$ cat config.mk
export PLATFORM = sky130hd
export DESIGN_NAME = ps2_scancode_decoder
export DESIGN_NICKNAME = d
export VERILOG_FILES = /design/src/rtl/ps2_pkg.sv /design/src/rtl/ps2_event_fifo.sv /design/src/rtl/ps2_scancode_decoder.sv
export SDC_FILE = /design/constraint.sdc
export NUM_CORES = 1
export LEC_CHECK = 0
export ABC_AREA = 1
export CORE_ASPECT_RATIO = 1.75
export CORE_UTILIZATION = 35
export CTS_CLUSTER_SIZE = 24
export DETAILED_ROUTE_END_ITERATION = 16
export GPL_TIMING_DRIVEN = 1
export SLEW_MARGIN = 10
export SYNTH_ARGS = -nofsm -noshare
export SYNTH_HDL_FRONTEND = slang
export SYNTH_SLANG_ARGS = --single-unit
$ cat constraint.sdc
create_clock -name CLOCK -period 1.9 [get_ports CLOCK]
set_clock_uncertainty 0.2 [all_clocks]
set_input_delay 0.38 -clock CLOCK [delete_from_list [all_inputs] [get_ports CLOCK]]
set_output_delay 0.38 -clock CLOCK [all_outputs]
set_load 0.01 [all_outputs]
$ cat src/rtl/ps2_pkg.sv
// rtl/ps2_pkg.sv - shared constants, types and byte classifier for the PS/2 scan-code decoder
package ps2_pkg;

  localparam logic [7:0] PS2_E0     = 8'hE0;
  localparam logic [7:0] PS2_F0     = 8'hF0;
  localparam logic [7:0] PS2_E1     = 8'hE1;
  localparam logic [7:0] PS2_BAT_OK = 8'hAA;
  localparam logic [7:0] PS2_ACK    = 8'hFA;
  localparam logic [7:0] PS2_ECHO   = 8'hEE;
  localparam logic [7:0] PS2_RESEND = 8'hFE;

  localparam logic [7:0] KEY_LSHIFT = 8'h12;
  localparam logic [7:0] KEY_RSHIFT = 8'h59;
  localparam logic [7:0] KEY_CTRL   = 8'h14;
  localparam logic [7:0] KEY_ALT    = 8'h11;
  localparam logic [7:0] KEY_CAPS   = 8'h58;
  localparam logic [7:0] KEY_PAUSE  = 8'h77;

  localparam logic [2:0] E1_SKIP_LEN = 3'd7;

  typedef enum logic [2:0] {
    ST_IDLE,
    ST_PRE_E0,
    ST_PRE_F0,
    ST_PRE_E0F0,
    ST_SKIP_E1
  } ps2_state_t;

  typedef struct packed {
    logic       is_release;
    logic       ext;
    logic [7:0] code;
  } ps2_event_t;

  typedef struct packed {
    ps2_state_t state;
    logic       push;
    logic       err;
  } ps2_step_t;

  // What a byte does when it arrives with no prefix pending.
  function automatic ps2_step_t idle_step(input logic [7:0] b);
    ps2_step_t s;
    s.state = ST_IDLE;
    s.push  = 1'b0;
    s.err   = 1'b0;
    case (b)
      PS2_E0:                                    s.state = ST_PRE_E0;
      PS2_F0:                                    s.state = ST_PRE_F0;
      PS2_E1:                                    s.state = ST_SKIP_E1;
      PS2_BAT_OK, PS2_ACK, PS2_ECHO, PS2_RESEND: s.push  = 1'b0;
      8'h00, 8'hFF:                              s.err   = 1'b1;
      default:                                   s.push  = 1'b1;
    endcase
    return s;
  endfunction

endpackage

$ cat src/rtl/ps2_event_fifo.sv
// rtl/ps2_event_fifo.sv - synchronous show-ahead FIFO for decoded key events
module ps2_event_fifo #(
  parameter int WIDTH = 10,
  parameter int DEPTH = 4
) (
  input  logic             i_clk,
  input  logic             i_rst_n,
  input  logic             i_push,
  input  logic [WIDTH-1:0] i_push_data,
  input  logic             i_pop,
  output logic [WIDTH-1:0] o_head,
  output logic             o_valid,
  output logic             o_overflow
);

  localparam int AW = $clog2(DEPTH);

  logic [WIDTH-1:0] r_mem [DEPTH];
  logic [AW-1:0]    r_wr_ptr;
  logic [AW-1:0]    r_rd_ptr;
  logic [AW:0]      r_count;
  logic             r_overflow;
  logic             w_full;
  logic             w_do_pop;
  logic             w_do_push;

  assign o_valid   = (r_count != '0);
  assign w_full    = (r_count == (AW+1)'(DEPTH));
  assign w_do_pop  = i_pop && o_valid;
  // A pop in the same cycle frees the slot, so a full FIFO still accepts.
  assign w_do_push = i_push && (!w_full || w_do_pop);

  assign o_head     = o_valid ? r_mem[r_rd_ptr] : '0;
  assign o_overflow = r_overflow;

  always_ff @(posedge i_clk) begin
    if (w_do_push) r_mem[r_wr_ptr] <= i_push_data;
  end

  always_ff @(posedge i_clk or negedge i_rst_n) begin
    if (!i_rst_n) begin
      r_wr_ptr   <= '0;
      r_rd_ptr   <= '0;
      r_count    <= '0;
      r_overflow <= 1'b0;
    end else begin
      r_overflow <= i_push && !w_do_push;
      if (w_do_push) r_wr_ptr <= r_wr_ptr + AW'(1);
      if (w_do_pop)  r_rd_ptr <= r_rd_ptr + AW'(1);
      case ({w_do_push, w_do_pop})
        2'b10:   r_count <= r_count + (AW+1)'(1);
        2'b01:   r_count <= r_count - (AW+1)'(1);
        default: r_count <= r_count;
      endcase
    end
  end

endmodule

$ cat src/rtl/ps2_scancode_decoder.sv
// rtl/ps2_scancode_decoder.sv - Set-2 scan-code sequence decoder with event FIFO and modifier tracking
module ps2_scancode_decoder
  import ps2_pkg::*;
#(
  parameter int FIFO_DEPTH     = 4,
  parameter int TIMEOUT_CYCLES = 1000000
) (
  input  logic       CLOCK,
  input  logic       RESET,
  input  logic [7:0] RX_data,
  input  logic       VALID_data,
  output logic [7:0] ev_code,
  output logic       ev_ext,
  output logic       ev_release,
  output logic       ev_valid,
  input  logic       ev_ready,
  output logic       mod_shift,
  output logic       mod_ctrl,
  output logic       mod_alt,
  output logic       caps_lock,
  output logic       overflow,
  output logic       seq_error
);

  localparam int            TW      = $clog2(TIMEOUT_CYCLES + 1);
  localparam logic [TW-1:0] TO_LAST = TW'(TIMEOUT_CYCLES - 1);

  logic          r_valid_d;
  ps2_state_t    r_state;
  logic [2:0]    r_skip;
  logic [TW-1:0] r_to_cnt;
  logic          r_push;
  ps2_event_t    r_ev;
  logic          r_seq_err;
  logic          r_lshift, r_rshift, r_lctrl, r_rctrl, r_lalt, r_ralt;
  logic          r_caps, r_caps_held;

  logic          w_accept;
  logic          w_prefix;
  ps2_step_t     w_idle;
  ps2_event_t    w_head;

  assign w_accept = VALID_data && !r_valid_d;
  assign w_idle   = idle_step(RX_data);
  assign w_prefix = (RX_data == PS2_E0) || (RX_data == PS2_F0) || (RX_data == PS2_E1);

  always_ff @(posedge CLOCK or negedge RESET) begin
    if (!RESET) begin
      r_valid_d <= 1'b0;
      r_state   <= ST_IDLE;
      r_skip    <= '0;
      r_to_cnt  <= '0;
      r_push    <= 1'b0;
      r_ev      <= '0;
      r_seq_err <= 1'b0;
    end else begin
      r_valid_d <= VALID_data;
      r_push    <= 1'b0;
      r_seq_err <= 1'b0;
      if (w_accept) begin
        r_to_cnt <= '0;
        r_ev     <= {1'b0, 1'b0, RX_data};
        if (r_state != ST_SKIP_E1) r_skip <= E1_SKIP_LEN;
        case (r_state)
          ST_IDLE: begin
            r_state   <= w_idle.state;
            r_push    <= w_idle.push;
            r_seq_err <= w_idle.err;
          end
          ST_PRE_E0: begin
            if (RX_data == PS2_F0) begin
              r_state <= ST_PRE_E0F0;
            end else if (w_prefix) begin
              r_state   <= w_idle.state;
              r_seq_err <= 1'b1;
            end else begin
              // E0 12 is the fake shift wrapped around extended keys
              r_state   <= ST_IDLE;
              r_push    <= (RX_data != KEY_LSHIFT);
              r_ev.ext  <= 1'b1;
            end
          end
          ST_PRE_F0: begin
            if (w_prefix) begin
              r_state   <= w_idle.state;
              r_seq_err <= 1'b1;
            end else begin
              r_state         <= ST_IDLE;
              r_push          <= 1'b1;
              r_ev.is_release <= 1'b1;
            end
          end
          ST_PRE_E0F0: begin
            if (w_prefix) begin
              r_state   <= w_idle.state;
              r_seq_err <= 1'b1;
            end else begin
              r_state         <= ST_IDLE;
              r_push          <= (RX_data != KEY_LSHIFT);
              r_ev.is_release <= 1'b1;
              r_ev.ext        <= 1'b1;
            end
          end
          ST_SKIP_E1: begin
            if (r_skip == 3'd1) begin
              r_state <= ST_IDLE;
              r_push  <= 1'b1;
              r_ev    <= {1'b0, 1'b1, KEY_PAUSE};
            end else begin
              r_skip <= r_skip - 3'd1;
            end
          end
          default: r_state <= ST_IDLE;
        endcase
      end else if (r_state != ST_IDLE) begin
        if (r_to_cnt == TO_LAST) begin
          r_state   <= ST_IDLE;
          r_to_cnt  <= '0;
          r_seq_err <= 1'b1;
        end else begin
          r_to_cnt <= r_to_cnt + TW'(1);
        end
      end
    end
  end

  // Modifier flags follow every decoded event, even one the FIFO drops.
  always_ff @(posedge CLOCK or negedge RESET) begin
    if (!RESET) begin
      r_lshift    <= 1'b0;
      r_rshift    <= 1'b0;
      r_lctrl     <= 1'b0;
      r_rctrl     <= 1'b0;
      r_lalt      <= 1'b0;
      r_ralt      <= 1'b0;
      r_caps      <= 1'b0;
      r_caps_held <= 1'b0;
    end else if (r_push) begin
      if (!r_ev.ext) begin
        case (r_ev.code)
          KEY_LSHIFT: r_lshift <= !r_ev.is_release;
          KEY_RSHIFT: r_rshift <= !r_ev.is_release;
          KEY_CTRL:   r_lctrl  <= !r_ev.is_release;
          KEY_ALT:    r_lalt   <= !r_ev.is_release;
          KEY_CAPS: begin
            if (r_ev.is_release) begin
              r_caps_held <= 1'b0;
            end else if (!r_caps_held) begin
              r_caps_held <= 1'b1;
              r_caps      <= !r_caps;
            end
          end
          default: r_caps_held <= r_caps_held;
        endcase
      end else begin
        case (r_ev.code)
          KEY_CTRL: r_rctrl <= !r_ev.is_release;
          KEY_ALT:  r_ralt  <= !r_ev.is_release;
          default:  r_rctrl <= r_rctrl;
        endcase
      end
    end
  end

  ps2_event_fifo #(
    .WIDTH ($bits(ps2_event_t)),
    .DEPTH (FIFO_DEPTH)
  ) u_fifo (
    .i_clk       (CLOCK),
    .i_rst_n     (RESET),
    .i_push      (r_push),
    .i_push_data (r_ev),
    .i_pop       (ev_ready),
    .o_head      (w_head),
    .o_valid     (ev_valid),
    .o_overflow  (overflow)
  );

  assign ev_code    = w_head.code;
  assign ev_ext     = w_head.ext;
  assign ev_release = w_head.is_release;
  assign mod_shift  = r_lshift || r_rshift;
  assign mod_ctrl   = r_lctrl || r_rctrl;
  assign mod_alt    = r_lalt || r_ralt;
  assign caps_lock  = r_caps;
  assign seq_error  = r_seq_err;

endmodule

## Word level (Yosys, flattened, before mapping)

Memory sizes are Yosys's and may differ from the RTL's.
Cells that the tools add are included.

- Memories kept: 1
- Bits of input ports: 12
- Logic and storage cells: 129
- Bits in writable memories: 40
- Output and inout port bits: 17
- Register bits: 55

Memory list:

| name | depth | bits a word | rd ports | clocked after memory_dff | wr ports | line | text |
|---|---|---|---|---|---|---|---|
| u_fifo.r_mem | 4 | 10 | 1 | 0 | 1 | ps2_event_fifo.sv:18 | `logic [WIDTH-1:0] r_mem [DEPTH];` |

- Reductions and logical operators: 34
- Add/sub/neg operators: 6
- Eq/ne operators: 25
- Bitwise gates (word level): 3
- Muxes and demuxes: 39

Operator list:

| operator | count |
|---|---|
| 8-bit equality test (second input constant) | 8 |
| 20-bit 2-to-1 mux | 3 |
| 3-bit 2-to-1 mux | 9 |
| 8-bit by 5-bit equality test with 1-bit output (second input constant) | 3 |
| 3-bit AND reduction | 8 |
| 20-bit by 1-bit adder with 20-bit output (second input constant) | 1 |
| 20-bit equality test (second input constant) | 1 |
| 8-bit by 7-bit equality test with 1-bit output (second input constant) | 2 |
| 1-bit 2-to-1 mux | 16 |
| 3-bit one-hot mux with 4 select lines | 1 |
| 10-bit 2-to-1 mux | 1 |
| 9-bit 2-to-1 mux | 1 |
| 1-bit one-hot mux with 3 select lines | 3 |
| 3-bit one-hot mux with 3 select lines | 1 |
| 9-bit OR reduction | 1 |
| 8-bit zero test | 1 |
| 8-bit 2-to-1 mux | 1 |
| 8-bit by 5-bit inequality test with 1-bit output (second input constant) | 1 |
| 3-bit by 1-bit equality test with 1-bit output (second input constant) | 2 |
| 3-bit by 2-bit equality test with 1-bit output (second input constant) | 2 |
| 3-bit equality test (second input constant) | 2 |
| 1-bit logical OR | 6 |
| 3-bit inequality test (second input constant) | 2 |
| 3-bit one-hot mux with 2 select lines | 1 |
| 15 further kinds | 30 |

## Longest topological paths before layout

Gate-level depths: netlist of run 1.

- Depth in word-level cells: 7
- Depth in mapped cells: 11
- Gate-level depth less buffers: 11

## Modules after synthesis

A second synthesis of run 1 with hierarchy kept.

- Cells, all modules: 556
- Area, all modules: 4862.2 µm²

By module, submodules not included:

| module | times used | cells each | seq. area each (µm²) | area each (µm²) |
|---|---|---|---|---|
| ps2_scancode_decoder | 1 | 381 | 1176.1 | 2849.0 |
| ps2_event_fifo | 1 | 175 | 1401.3 | 2013.2 |

## Worst setup path before layout of run 1

OpenSTA, ideal clock, no wires.

- Path type: register to register
- Start: register u_fifo.r_count[1]
- End: register u_fifo.r_count[2]
- Path buffers: 0
- Arrival: 1732 ps
- Stages on the path, launching flop included: 10
- Slack: -162 ps
- Cell sequence: dfrtp_1 > nor2_1 > nand3_1 > nand2_1 > ha_1 > inv_1 > fa_1 > a21oi_1 > o21ai_0 > xor2_1

- Cells in the longest elaborated chain, start to end: 6
- Elaborated cells on any way between the ends: 12
- Classes of those cells: add/sub (2); eq/ne (3); mux (1); reduce/logical (6)

Ends and longest elaborated chain:

| what | line | text |
|---|---|---|
| start: declaration | ps2_event_fifo.sv:21 | `logic [AW:0] r_count;` |
| start signal: assignment | ps2_event_fifo.sv:51 | `2'b10: r_count <= r_count + (AW+1)'(1);` |
| start signal: assignment | ps2_event_fifo.sv:52 | `2'b01: r_count <= r_count - (AW+1)'(1);` |
| start signal: assignment | ps2_event_fifo.sv:53 | `default: r_count <= r_count;` |
| 3-bit equality test or 3-bit nonzero test (tied branches) | ps2_event_fifo.sv:28, ps2_event_fifo.sv:27 |  |
| 1-bit zero test or 1-bit logical AND (tied branches) | ps2_event_fifo.sv:31, ps2_event_fifo.sv:29 |  |
| 1-bit logical OR | ps2_event_fifo.sv:31 | `assign w_do_push = i_push && (!w_full \|\| w_do_pop);` |
| 1-bit logical AND | ps2_event_fifo.sv:31 |  |
| 2-bit by 1-bit equality test with 1-bit output or 2-bit equality test (tied branches) | ps2_event_fifo.sv:50 | `case ({w_do_push, w_do_pop})` |
| 3-bit one-hot mux with 2 select lines or 2-bit nonzero test (tied branches) | - |  |

Parallel ways exist; a longest one is shown, timed or not.
A chain may end at the register's enable or synchronous reset.

## Worst setup path after layout of run 1

- Start: register u_fifo.r_rd_ptr[0]
- End: output port ev_code[2]

- Cells in the longest elaborated chain, start to end: 2

Ends and longest elaborated chain:

| what | line | text |
|---|---|---|
| start: declaration | ps2_event_fifo.sv:20 | `logic [AW-1:0] r_rd_ptr;` |
| start signal: assignment | ps2_event_fifo.sv:49 | `if (w_do_pop) r_rd_ptr <= r_rd_ptr + AW'(1);` |
| memory read 4 x 10 bit | - |  |
| 10-bit 2-to-1 mux | ps2_event_fifo.sv:33 | `assign o_head = o_valid ? r_mem[r_rd_ptr] : '0;` |
| end: declaration | ps2_scancode_decoder.sv:12 | `output logic [7:0] ev_code,` |

Every way passes these cells.

==> impl_metrics.py, run 1 <==
metrics = {
    "drt": {
        "first_pass_iters": 4,
        "drt_iter0_drc": 175,
        "vias": 3866,
        "routedWlPerCell_um": 14.00,
        "ant_nets": 0,
        "drc": 0,
        "routed_wl_um": 11520,
        "viasPerCell": 4.697,
    },
    "layout": {
        "layout.nets": 665,
        "final_core_utilization_pct": 46.31,
        "n_fill_cell": 1312,
        "design_area_mm2": 0.006165,
        "area_delta_synth_final_pct": 29.86,
        "antennaDiodeCount": 0,
        "drive_above_1_share_pct": 23.73,
    },
    "timing": {
        "period_share_pct": 111.0,
        "holdWs_ns": 0.2795,
        "setup_violations": 11,
        "rsz0062_at_grt": "yes",
        "fin_ws_ns": -0.2090,
        "worst_pin_slew_ns": 0.3787,
        "maxSlewHeadroom_pct": 74.75,
        "max_freq_mhz": 474.2,
        "fin_crit_ns": 2.109,
        "drv_slew": 0,
        "hold_viol": 0,
    },
    "worst_hold_path": {
        "hp-start": "caps_lock$_DFFE_PN0P_",
        "min_path_type": "reg2reg",
    },
    "synthesis": {
        "ys_types": 31,
        "syn_inst": 553,
        "syn_area_per_cell_um2": 8.584,
        "yosysSeqAreaShare_pct": 54.30,
        "syn_nets": 574,
        "synthesis.area_mm2": 0.004747,
        "ys_ff_latch": 95,
        "ys_warn_count": 0,
    },
    "global_route": {
        "grt.total_usage_pct": 17.09,
        "gr-total-overflow": 0,
        "antenna_found_initial": 0,
        "grt_pass1_vias": 4043,
        "grt_first_pass_wirelength_um": 18860,
        "grt_max_degree": 56,
    },
    "status": {
        "status": "complete, but fails checks",
        "violations": "setup timing",
    },
    "setup_path": {
        "max_stage_delay_ns": 0.47,
        "worstPathRequired_ns": 1.32,
        "crit_path_start_kind": "flip-flop",
        "cp_slowest_cell": "dfrtp_2",
        "rr_startpoint": "u_fifo.r_count[0]$_DFFE_PN0P_",
        "critPathKind": "reg2out",
        "path_buf_inv": 2,
        "path_cells": "buf_8 -> nor2_2 -> nor2_1 -> o21ai_2 -> a21oi_1 -> buf_2",
        "arrival_ns": 1.53,
        "cp_max_fo": 8,
        "cp_top_family": "flip-flops",
        "setup.worst_path.start": "u_fifo.r_rd_ptr[0]$_DFFE_PN0N_",
        "cp-end-kind": "primary output",
    },
    "placed_design": {
        "place_congestion": 0.9096,
        "io_buffers": 28,
        "placed_cell_area_mm2": 0.005623,
        "dpl.hpwl_um": 8264,
        "place_ws_ns": -0.4134,
    },
    "cts": {
        "cts-root-buf": "clkbuf_16",
        "cts_tree": "yes",
        "htree_levels": 3,
        "clkTransAtPathRegs_ns": 0.06,
        "clock_sinks": 95,
        "numCtsBuffers": 9,
        "cts_buffer_depth": 2,
        "clock_latency_ns": 0.34,
    },
    "flow_run": {
        "maxCapViolations": 0,
    },
    "die": {
        "ioPinCount": 29,
        "initial_core_util_pct": 35.66,
        "die_height_um": 156.1,
        "die_w_um": 90.04,
        "core_mm2": 0.01331,
        "dieArea_mm2": 0.01405,
        "rows": 56,
    },
    "power_and_ir_drop": {
        "leakagePower_nw": 2.765,
        "peakVddDrop_uv": 452.3,
        "pwr_density_cell_mw_per_mm2": 1119,
    },
}
[final timing paths]
path	end	slack, ns	cells after the start
min reg2reg	caps_lock$_DFFE_PN0P_	0.28	1
max	ev_code[2]	-0.21	6
max reg2reg	u_fifo.r_count[2]$_DFFE_PN0P_	-0.09	9
max in group asynchronous	u_fifo.r_rd_ptr[0]$_DFFE_PN0N_	0.84	3
min	caps_lock$_DFFE_PN0P_	0.28	1
min in group asynchronous	r_to_cnt[6]$_DFFE_PN0P_	0.38	3
[cells in the final DEF, fill, tap and decap left out, drive strengths merged, types with 12 or more instances in the layout]
master	instances
o21ai	38
buf	74
inv	73
nand3	33
clkbuf	12
a21oi	18
dfrtp	55
nand4	12
clkdlybuf4s50	13
nand2	102
edfxtp	40
nor2	121
[synth_stat cells]
library cell	n	area, um^2
dfrtp_1	55	1376
o22ai_1	2	12.51
nand3_1	33	165.2
nand2_2	5	31.28
o221ai_1	1	8.760
or2_2	3	18.77
nand2_1	97	364.1
nor2_4	3	33.78
buf_2	2	10.01
nor2_1	111	416.7
xnor2_1	7	61.31
edfxtp_1	40	1201
xor2_1	9	78.83
ha_1	8	100.1
nand4_1	12	75.07
o211ai_1	2	15.01
a21oi_1	18	90.09
a31oi_1	2	12.51
o21ai_1	1	5.000
a22oi_1	4	30.03
fa_1	1	20.02
o21ai_0	37	185.2
nor3_1	9	45.04
inv_1	70	262.8
clkbuf_1	6	22.52
a21o_1	1	7.510
clkinv_4	1	8.760
nor2_2	7	43.79
buf_4	2	15.01
buf_6	2	22.52
inv_2	2	7.510
[worst register-to-register path, stage by stage, from the launching register on]
cell	delay, ns
dfrtp_1	0.41
nor2_4	0.16
nand3_2	0.10
nand2_2	0.11
ha_4	0.13
inv_2	0.04
fa_2	0.39
a21oi_2	0.11
o21ai_1	0.08
xor2_1	0.14
[final cells by class]
cell class,instances,area [um^2],area share (%)
timing repair inverter,1,6.256,0.1015
inverter,73,291.5,4.729
multi-input combinational,373,1986,32.21
sequential,95,2579,41.83
tap,174,217.7,3.532
timing repair buffer,91,775.7,12.58
clock buffer,12,236.5,3.836
clock inverter,4,72.57,1.177
[power by group]
| group | internal [mW] | switching [mW] | leakage (nW) | total [mW] |
|---|---|---|---|---|
| clock | 1.15 | 0.737 | 0.148 | 1.89 |
| combinational | 1.15 | 1.29 | 1.54 | 2.43 |
| sequential | 2.39 | 0.184 | 1.07 | 2.58 |
| total | 4.69 | 2.21 | 2.76 | 6.90 |
[logic make-up after synthesis]
family                     after synthesis  share of synthesized area (%)
and+or+nand+nor                        280                          25.14
DFF                                     95                          54.30
buffers and inverters                   85                          7.354
AOI/OAI and AO/OA                       68                          7.723
xor gates and xnor gates                16                          2.952
adders and majority gates                9                          2.530
[per-layer routing]
layer,vias up,wire length [um],part of all wire (%),GRT usage [%]
li1,1971,-,-,-
met1,1817,4337,38,16.55
met2,62,6708,58,34.75
met3,16,267,2.3,1.511
met4,0,210,1.8,9.293
met5,-,0,0,0
[flip-flops by register name (all words and copies together), names as in the netlist, 2 cells and up]
signal / count
r_to_cnt: 20
u_fifo.r_count: 3
u_fifo.r_mem: 40
r_ev: 10
r_state: 3
r_skip: 3
u_fifo.r_rd_ptr: 2
u_fifo.r_wr_ptr: 2
[timing repair]
item	CTS	global route
hold endpoints to repair	55	0
setup endpoints to repair	22	31
pin swaps	15	22
cloned	3	1
hold buffers	1	0
gates resized for setup	92	44
buffers inserted	7	5
[per-stage QoR]
| stage | setup TNS (ns) | cells | power, mW |
|---|---|---|---|
| 5_1_grt | -2.727 | 823 | 7.275 |
| 4_1_cts | -2.249 | 821 | 6.788 |
| 3_3_place_gp | -12.83 | 795 | 4.545 |
| 6_report | -1.816 | 823 | 6.900 |
| 2_1_floorplan | -0.05870 | 553 | 3.599 |
| 3_5_place_dp | -13.80 | 795 | 4.620 |
No activity file was read; power rests on OpenSTA's default activity.
==> inputs of run 2 (changes only) <==
Settings changed: ABC_CLOCK_PERIOD_IN_PS from default to 1900, DONT_BUFFER_PORTS from default to 1.
==> run 2 against run 1 <==
Compared with the run above:
- the flow still finishes with violations (setup timing)
- sequential share of layout area is 2.3 points higher
- worst setup slack better by 0.12 ns
- die area stayed put
- non-clock buffer count is 49 lower
- count of clock-buffer cells in the layout is 3 lower
- largest cell class unchanged
==> impl_metrics.py, run 2 (synthesized netlist as in run 1, its figures left out) <==
metrics = {
    "timing": {
        "max_freq_mhz": 504.0,
        "drv_slew": 0,
        "finalSetupTns_ns": -0.6436,
        "period_share_pct": 104.4,
        "fin_crit_ns": 1.984,
        "rsz0062_at_grt": "yes",
        "fin_ws_ns": -0.08426,
        "setup_violations": 11,
        "hold_viol": 0,
        "maxSlewHeadroom_pct": 74.60,
        "worst_pin_slew_ns": 0.3806,
    },
    "drt": {
        "drt_iter0_drc": 151,
        "first_pass_iters": 4,
        "drc": 0,
        "routed_wl_um": 11330,
        "vias": 3731,
        "ant_nets": 0,
        "viasPerCell": 4.827,
        "routedWlPerCell_um": 14.66,
    },
    "die": {
        "die_w_um": 90.04,
        "rows": 56,
        "die_height_um": 156.1,
        "ioPinCount": 29,
        "dieArea_mm2": 0.01405,
        "initial_core_util_pct": 35.66,
        "core_mm2": 0.01331,
    },
    "setup_path": {
        "worstPathRequired_ns": 1.32,
        "crit_top_cell": "nor2_1",
        "cp_slowest_cell": "dfrtp_2",
        "cp_top_family": "flip-flops",
        "path_buf_inv": 2,
        "arrival_ns": 1.40,
        "path_cells": "buf_12 -> buf_16 -> nor2_1 -> nor2_1 -> o21ai_1 -> a21oi_2",
        "rrSetupSlack_ns": -0.02,
        "cp-end-kind": "primary output",
        "crit_path_start_kind": "flip-flop",
        "max_stage_delay_ns": 0.38,
        "critPathKind": "reg2out",
        "cp_max_fo": 6,
    },
    "cts": {
        "cts_buffer_depth": 2,
        "cts_tree": "yes",
        "htree_levels": 3,
        "numCtsBuffers": 9,
        "clock_latency_ns": 0.34,
        "clkTransAtPathRegs_ns": 0.06,
        "cts-root-buf": "clkbuf_16",
        "clock_sinks": 95,
    },
    "layout": {
        "antennaDiodeCount": 0,
        "drive_above_1_share_pct": 21.37,
        "area_delta_synth_final_pct": 23.27,
        "largestRegisters": "u_fifo.r_mem (40), r_to_cnt (20), r_ev (10)",
        "largest_reg_flops": 40,
        "final_common_cell": "nand2_1",
        "largest_register": "u_fifo.r_mem",
        "layout.nets": 615,
        "n_fill_cell": 1310,
        "layout_common_cells": "nand2_1 (94), nor2_1 (86), inv_1 (66)",
    },
    "power_and_ir_drop": {
        "swShare_pct": 33.27,
        "seq_power_share_pct": 37.8,
        "finalPower_mw": 6.745,
        "comb_power_share_pct": 34.9,
        "p_clk_share_pct": 27.3,
        "leakagePower_nw": 2.537,
        "p_switching_mw": 2.244,
        "pwr_density_cell_mw_per_mm2": 1153,
        "p_int_mw": 4.501,
        "peakVddDrop_uv": 442.1,
    },
    "status": {
        "status": "complete, but fails checks",
        "violations": "setup timing",
    },
    "global_route": {
        "antenna_found_initial": 0,
        "grt_first_pass_wirelength_um": 18550,
        "gr-total-overflow": 0,
        "grt_max_degree": 56,
        "grt.total_usage_pct": 17.06,
        "grt_pass1_vias": 3829,
    },
    "placed_design": {
        "io_buffers": 0,
        "dpl.hpwl_um": 8158,
        "place_congestion": 0.9282,
    },
    "flow_run": {
        "maxCapViolations": 0,
    },
    "worst_hold_path": {
        "min_path_type": "in2reg",
    },
}
[run 2: power groups by stage]
| stage | logic, mW | clock network, mW | registers (mW) |
|---|---|---|---|
| finish | 2.35 | 1.84 | 2.55 |
| global route | 2.58 | 1.98 | 2.58 |
| CTS | 2.04 | 1.88 | 2.53 |
| detailed placement | 1.49 | 0 | 2.59 |
| global placement | 1.45 | 0 | 2.57 |
| floorplan | 1.07 | 0 | 2.53 |
[run 2: final timing paths]
kind                                           startpoint                             end  depth (start not counted)
max                        u_fifo.r_rd_ptr[0]$_DFFE_PN0N_                          ev_ext                          6
max in group asynchronous                           RESET  u_fifo.r_rd_ptr[0]$_DFFE_PN0N_                          2
max reg2reg                 u_fifo.r_count[0]$_DFFE_PN0P_   u_fifo.r_count[2]$_DFFE_PN0P_                          9
min                                            RX_data[2]             r_ev[2]$_DFFE_PN0P_                          2
min reg2reg                           r_lctrl$_DFFE_PN0P_             r_lctrl$_DFFE_PN0P_                          2
min in group asynchronous                           RESET         r_to_cnt[1]$_DFFE_PN0P_                          2
[run 2: worst register-to-register path, stage by stage (launching register included)]
cell	delay (ns)
dfrtp_1	0.41
nor2_4	0.14
nand3_2	0.10
nand2_2	0.09
ha_4	0.13
inv_2	0.04
fa_2	0.34
a21oi_2	0.13
o21ai_1	0.08
xor2_1	0.14
[run 2: cell type report]
| cell class | count | area, um^2 | area share, % |
|---|---|---|---|
| Sequential cell | 95 | 2580 | 44.09 |
| Timing Repair Buffer | 42 | 439.2 | 7.505 |
| Tap cell | 174 | 217.7 | 3.720 |
| Clock buffer | 9 | 225.2 | 3.849 |
| Inverter | 73 | 290.3 | 4.960 |
| Clock inverter | 7 | 78.83 | 1.347 |
| Multi-Input combinational cell | 373 | 2021 | 34.53 |
[run 2: per-layer routing]
metal / up-vias / GRT usage, % / wire length [um] / share of wire [%]
met5: - / 0 / 0 / 0
met4: 0 / 8.218 / 333 / 2.9
met3: 19 / 3.752 / 444 / 3.9
met2: 76 / 34.10 / 6634 / 59
met1: 1764 / 16.01 / 3920 / 35
li1: 1872 / - / - / -
[run 2: per-stage QoR]
step | hold WS (ns) | instances | utilization, % | area [um^2] | worst slack [ns]
after floorplan | -0.1156 | 553 | - | 4772 | -0.05870
after global placement | -0.1140 | 738 | 38.35 | 5105 | -0.01402
after detailed placement | -0.1140 | 738 | 38.35 | 5105 | -0.04870
after CTS | 0.001363 | 767 | 42.70 | 5684 | -0.07363
after global routing | 0.01341 | 773 | 43.96 | 5852 | -0.1472
final | 0.01010 | 773 | 43.96 | 5852 | -0.08426
[run 2: timing repair]
item	in CTS	in global routing
endpoints found under the hold margin	59	0
endpoints found under the setup margin	11	28
pin swaps	20	16
buffers inserted	5	6
gates resized for setup	58	36
gates cloned	2	0
hold buffers	6	0
==> inputs of run 3 (changes only) <==
Settings changed: CELL_PAD_IN_SITES_DETAIL_PLACEMENT from default to 0, CELL_PAD_IN_SITES_GLOBAL_PLACEMENT from default to 1, GPL_ROUTABILITY_DRIVEN from default to 1, PLACE_DENSITY_LB_ADDON from default to 0.1.
==> run 3 against run 2 <==
Compared with the run above:
- the flow still finishes with violations (setup timing)
- register-to-register slack barely moved
- highest routed layer unchanged
- count of clock-buffer cells in the layout did not move
- final cell count rose by 0.78%
- total power fell by 3.6%
- hold slack improved by 0.035 ns
- sequential power barely moved
==> impl_metrics.py, run 3 (synthesized netlist as in run 1, its figures left out) <==
metrics = {
    "timing": {
        "fin_crit_ns": 2.041,
        "period_share_pct": 107.4,
        "maxSlewHeadroom_pct": 74.70,
        "fin_ws_ns": -0.1405,
        "hold_viol": 0,
        "finalSetupTns_ns": -0.9440,
        "setup_violations": 11,
        "max_freq_mhz": 490.1,
        "rsz0062_at_grt": "yes",
        "worst_pin_slew_ns": 0.3795,
        "drv_slew": 0,
    },
    "die": {
        "ioPinCount": 29,
        "die_w_um": 90.04,
        "rows": 56,
        "die_height_um": 156.1,
        "dieArea_mm2": 0.01405,
        "core_mm2": 0.01331,
        "initial_core_util_pct": 35.66,
    },
    "power_and_ir_drop": {
        "p_switching_mw": 2.148,
        "peakVddDrop_uv": 430.8,
        "seq_power_share_pct": 39.2,
        "swShare_pct": 33.02,
        "p_clk_share_pct": 29.0,
        "finalPower_mw": 6.505,
        "leakagePower_nw": 2.552,
        "comb_power_share_pct": 31.9,
        "p_int_mw": 4.358,
        "pwr_density_cell_mw_per_mm2": 1124,
    },
    "cts": {
        "htree_levels": 3,
        "clkTransAtPathRegs_ns": 0.07,
        "clock_sinks": 95,
        "clock_latency_ns": 0.34,
        "numCtsBuffers": 9,
        "cts_tree": "yes",
        "cts-root-buf": "clkbuf_16",
        "cts_buffer_depth": 2,
    },
    "layout": {
        "layout.cells.non_filler": 779,
        "n_fill_cell": 1327,
        "largest_register": "u_fifo.r_mem",
        "layout.nets": 621,
        "largestRegisters": "u_fifo.r_mem (40), r_to_cnt (20), r_ev (10)",
        "drive_above_1_share_pct": 19.50,
        "antennaDiodeCount": 0,
        "largest_reg_flops": 40,
        "final_common_cell": "nor2_1",
        "design_area_mm2": 0.005789,
        "area_delta_synth_final_pct": 21.96,
        "layout_common_cells": "nor2_1 (98), nand2_1 (95), inv_1 (65)",
    },
    "setup_path": {
        "worstPathRequired_ns": 1.32,
        "critPathKind": "reg2out",
        "cp_slowest_cell": "dfrtp_1",
        "arrival_ns": 1.46,
        "rrSetupSlack_ns": -0.03,
        "max_stage_delay_ns": 0.39,
        "cp-end-kind": "primary output",
        "crit_path_start_kind": "flip-flop",
        "cp_max_fo": 6,
        "path_cells": "clkinvlp_4 -> buf_12 -> nor2_2 -> o21ai_1 -> a21oi_1 -> buf_4",
    },
    "global_route": {
        "grt_first_pass_wirelength_um": 19160,
        "grt_pass1_vias": 3751,
        "antenna_found_initial": 0,
        "grt_max_degree": 56,
        "grt.total_usage_pct": 18.23,
        "gr-total-overflow": 0,
    },
    "placed_design": {
        "dpl.hpwl_um": 8918,
        "io_buffers": 0,
        "place_congestion": 0.8778,
        "placed_cell_area_mm2": 0.005192,
        "dp_cells": 748,
        "place_ws_ns": -0.06122,
    },
    "drt": {
        "drc": 0,
        "ant_nets": 0,
        "routed_wl_um": 12030,
        "first_pass_iters": 4,
        "routedWlPerCell_um": 15.44,
        "vias": 3710,
        "drt_iter0_drc": 144,
        "viasPerCell": 4.763,
    },
    "status": {
        "violations": "setup timing",
        "status": "complete, but fails checks",
    },
    "worst_hold_path": {
        "min_path_type": "in2reg",
    },
    "flow_run": {
        "maxCapViolations": 0,
    },
}
-- run 3: cell types whose count changed in the layout (fill, tap and decap cells not counted), sizes merged --
cell | before | now
clkinv | 2 | 5
clkinvlp | 3 | 1
dlygate4sd3 | 5 | 4
buf | 37 | 43
-- run 3: what timing repair did --
item | CTS | global route
pin swaps | 5 | 11
hold endpoints to repair | 58 | 0
hold buffers | 5 | 0
gates cloned | 0 | 1
endpoints found under the setup margin | 12 | 31
gates resized for setup | 32 | 25
buffers inserted | 6 | 3
-- run 3: metal layers --
metal,global-route usage [%],wire length [um]
met5,0,0
met4,7.066,317
met3,2.583,220
met2,38.86,7302
met1,16.64,4189
-- run 3: path summary, 6_finish.rpt --
kind | startpoint | to | cells past startpoint
min reg2reg | r_lshift$_DFFE_PN0P_ | r_lshift$_DFFE_PN0P_ | 2
min | RX_data[2] | r_ev[2]$_DFFE_PN0P_ | 2
max in group asynchronous | RESET | u_fifo.r_rd_ptr[0]$_DFFE_PN0N_ | 2
max | u_fifo.r_rd_ptr[1]$_DFFE_PN0N_ | ev_code[0] | 6
min in group asynchronous | RESET | r_to_cnt[1]$_DFFE_PN0P_ | 2
max reg2reg | u_fifo.r_count[1]$_DFFE_PN0P_ | u_fifo.r_count[2]$_DFFE_PN0P_ | 9
-- run 3: layout make-up --
class,instances,area [um^2],area share (%)
Timing Repair inverter,1,5.005,0.08645
Clock buffer,9,225.2,3.890
Sequential cell,95,2579,44.54
Timing Repair Buffer,47,432.9,7.478
Tap cell,174,217.7,3.761
Clock inverter,7,87.58,1.513
Multi-Input combinational cell,373,1959,33.84
Inverter,73,282.8,4.884
-- run 3: worst max-delay path: cells and delay by family, from the launching register on --
kind	cells	cell delay, ns
flip-flops	1	0.39
AND/OR/NAND/NOR	1	0.11
buffers and inverters	3	0.41
AO/OA/AOI/OAI	2	0.20
-- run 3: power groups by stage --
stage          combinational [mW]  sequential (mW)  clock [mW]
5_1_grt                      2.33             2.58        2.02
3_5_place_dp                 1.63             2.58           0
4_1_cts                      1.97             2.55        1.93
3_3_place_gp                 1.60             2.57           0
2_1_floorplan                1.07             2.53           0
6_report                     2.07             2.55        1.88
-- run 3: metrics by stage --
stage	hold slack, ns	util, %
after floorplan	-0.1156	-
after global placement	-0.1141	39.00
after detailed placement	-0.1142	39.00
after CTS	0.02557	42.89
after global routing	0.03454	43.49
final	0.04520	43.49
==> edit (flow settings as in run 3) <==
Change the parameter `TIMEOUT_CYCLES` from 1000000 to 4000000.
--- a/src/rtl/ps2_scancode_decoder.sv
+++ b/src/rtl/ps2_scancode_decoder.sv
@@ -5,3 +5,3 @@
   parameter int FIFO_DEPTH     = 4,
-  parameter int TIMEOUT_CYCLES = 1000000
+  parameter int TIMEOUT_CYCLES = 4000000
 ) (
Behaviour: same outputs for any inputs over 4 cycles, from zero or initial values and one cycle with RESET low; that may be too few to reach the edited logic, so the function may still have changed.
==> edit against run 3 <==
  * The run still ends with negative setup slack left
  * Worst setup slack worse by 0.010 ns
  * Wire length down 2.1%
  * Clock power fell by 4%
  * Count of clock-buffer cells in the layout did not move
  * Synthesized area rose by 2.5%
  * Non-clock buffer count decreased by 10
  * Via count barely moved
  * Sequential cell count grew 2
  * Cell area decreased by 0.13%
  * Power shrank 3.3%
  * Largest power group unchanged
==> edit: results (changes against run 3) <==
Largest regs = u_fifo.r_mem: 40 flops, r_to_cnt: 22 flops, r_ev: 10 flops (was u_fifo.r_mem: 40 flops, r_to_cnt: 20 flops, r_ev: 10 flops)
Slew HR = 72.15% (was 74.70%)
Fraction of layout cells with a size suffix above 1 = 17.56% (was 19.50%)
Vias in the first global route = 3813 (was 3751)
Adder-cell area share of the yosys netlist = 2.469% (was 2.530%)
Crit path max-delay family = flip-flops (was buffers and inverters)
Post-place setup slack = -0.06227 ns (was -0.06122 ns)
Ys Warns = 0 (unchanged)
Largest stage delay, worst path = 0.40 ns
Max IR drop VDD = 0.4482 mV (was 0.4308 mV)
Placed instance area = 5266 um2 (was 5192 um2)
Port bufs = 0 (unchanged)
Seq/Total Area, Yosys = 54.00% (was 54.30%)
DR iter-0 viols = 127 (was 144)
Final cell count without fillers = 772 (was 779)
GRT Total Usage = 17.78% (was 18.23%)
Filler Cell Count = 1364 (was 1327)
Clk Latency, worst-skew pair = 0.35 ns
Avg Vias per Cell = 4.803 (was 4.763)
GPL Wtd Cong = 0.8293 (was 0.8778)
Critical path origin = u_fifo.r_rd_ptr[1] (unchanged)
XOR/XNOR Fraction of Synth Area = 2.520% (was 2.952%)
Setup bufs post-CTS = 4 (was 6)
CTS resizes = 25 (was 32)
Ranking of synthesized cells by area = dfrtp_1 29%, edfxtp_1 25%, nand2_1 8.6% (was dfrtp_1 29%, edfxtp_1 25%, nor2_1 8.8%)
Synth cell types = 40 (was 31)
Initial antenna violation count = 0 (unchanged)
H-Tree Depth = 3 (unchanged)
Min-Delay Path Class = input pin to register (unchanged)
Setup WS post-layout = -0.1507 ns (was -0.1405 ns)
Status = finished, violations left (unchanged)
Post-synthesis mux area share = 0% (unchanged)
Dpl hpwl = 8592 um (was 8918 um)
DP Cell Count = 743 (was 748)
TritonCTS Buffers = 9 (unchanged)
Antenna Cells = 0 (unchanged)
Final #Nets = 614 (was 621)
Drt wl/cell = 15.25 um (was 15.44 um)
First-pass GRT wire length = 19220 um (was 19160 um)
Violated checks = negative setup slack (unchanged)
Largest net degree at the start of global routing = 58 (was 56)
Synth top cells by count = 112 x nand2_1, 109 x nor2_1, 57 x dfrtp_1 (was 111 x nor2_1, 97 x nand2_1, 70 x inv_1)
Leak pwr = 2.531 nW (was 2.552 nW)
WHS Path Cells = 2 (unchanged)
Final count of negative-setup-slack endpoints = 11 (unchanged)
Cells after Synth = 556 (was 553)
Setup TNS = -1.201 ns (was -0.9440 ns)
Worst hold slack = 0.01160 ns (was 0.04520 ns)
Clock-pin slew on the worst setup and hold paths = 0.07 ns (about the same)
Post-Syn Nets = 577 (was 574)
Finished Cell Area = 5782 um2 (was 5789 um2)
Ys async rst share = 58.76% (was 57.89%)
Slowest cell on crit path = dfrtp_1 (unchanged)
RR Startpoint = u_fifo.r_count[0] (was u_fifo.r_count[1])
Crit Path Max Fanout = 7 (was 6)
Synth Area in Compound Gates = 7.611% (was 7.723%)
==> edit: cell count changes after synthesis, sizes merged, moves of 3 or more <==
cell and change:
nand2 +15, nor3 -4, xnor2 -4, inv -13
nand3 +3, nand3b +3
==> edit: logic make-up (layout without fill, tap and decap cells) <==
group | after synthesis | in the layout
xor+xnor | 14 | 14
flops | 97 | 97
simple gates | 298 | 298
fa+ha+maj | 9 | 9
compound gates | 67 | 67
buf+inv | 71 | 113
==> edit: how the worst max path moves through the flow <==
stage          slack, ns                 to
6_report           -0.15         ev_code[2]
5_1_grt            -0.23         ev_code[7]
4_1_cts            -0.20         ev_release
3_5_place_dp       -0.06  u_fifo.r_count[2]
3_3_place_gp       -0.04  u_fifo.r_count[2]
2_1_floorplan      -0.06  u_fifo.r_count[2]
==> edit: layer usage <==
layer	track usage, %	routed length, um	vias up
met5	0	0	-
met4	7.029	245	0
met3	2.786	305	17
met2	36.54	6919	47
met1	17.28	4303	1762
li1	-	-	1882
==> edit: cell type report <==
class                      count  area share (%)
multi-input combinational    388           35.10
clock inverter                 7           1.255
clock buffer                   9           3.895
sequential                    97           45.49
inverter                      60           4.177
tap                          174           3.765
timing repair buffer          37           6.319
==> edit: power by group <==
| part | switching [W] | leakage [nW] | internal (W) |
|---|---|---|---|
| Clock | 0.000877 | 0.143 | 0.000928 |
| Combinational | 0.00111 | 1.29 | 0.000800 |
| Sequential | 0.000151 | 1.10 | 0.00242 |
| Total | 0.00214 | 2.53 | 0.00415 |
==> edit: worst reg2reg max path, cell delays in order, from the launching register on <==
cell,delay (ns)
dfrtp_1,0.41
nor2_4,0.14
nand3_2,0.08
nand2_2,0.10
ha_4,0.13
inv_2,0.04
fa_2,0.35
a21oi_2,0.13
o21ai_1,0.08
xor2_1,0.15
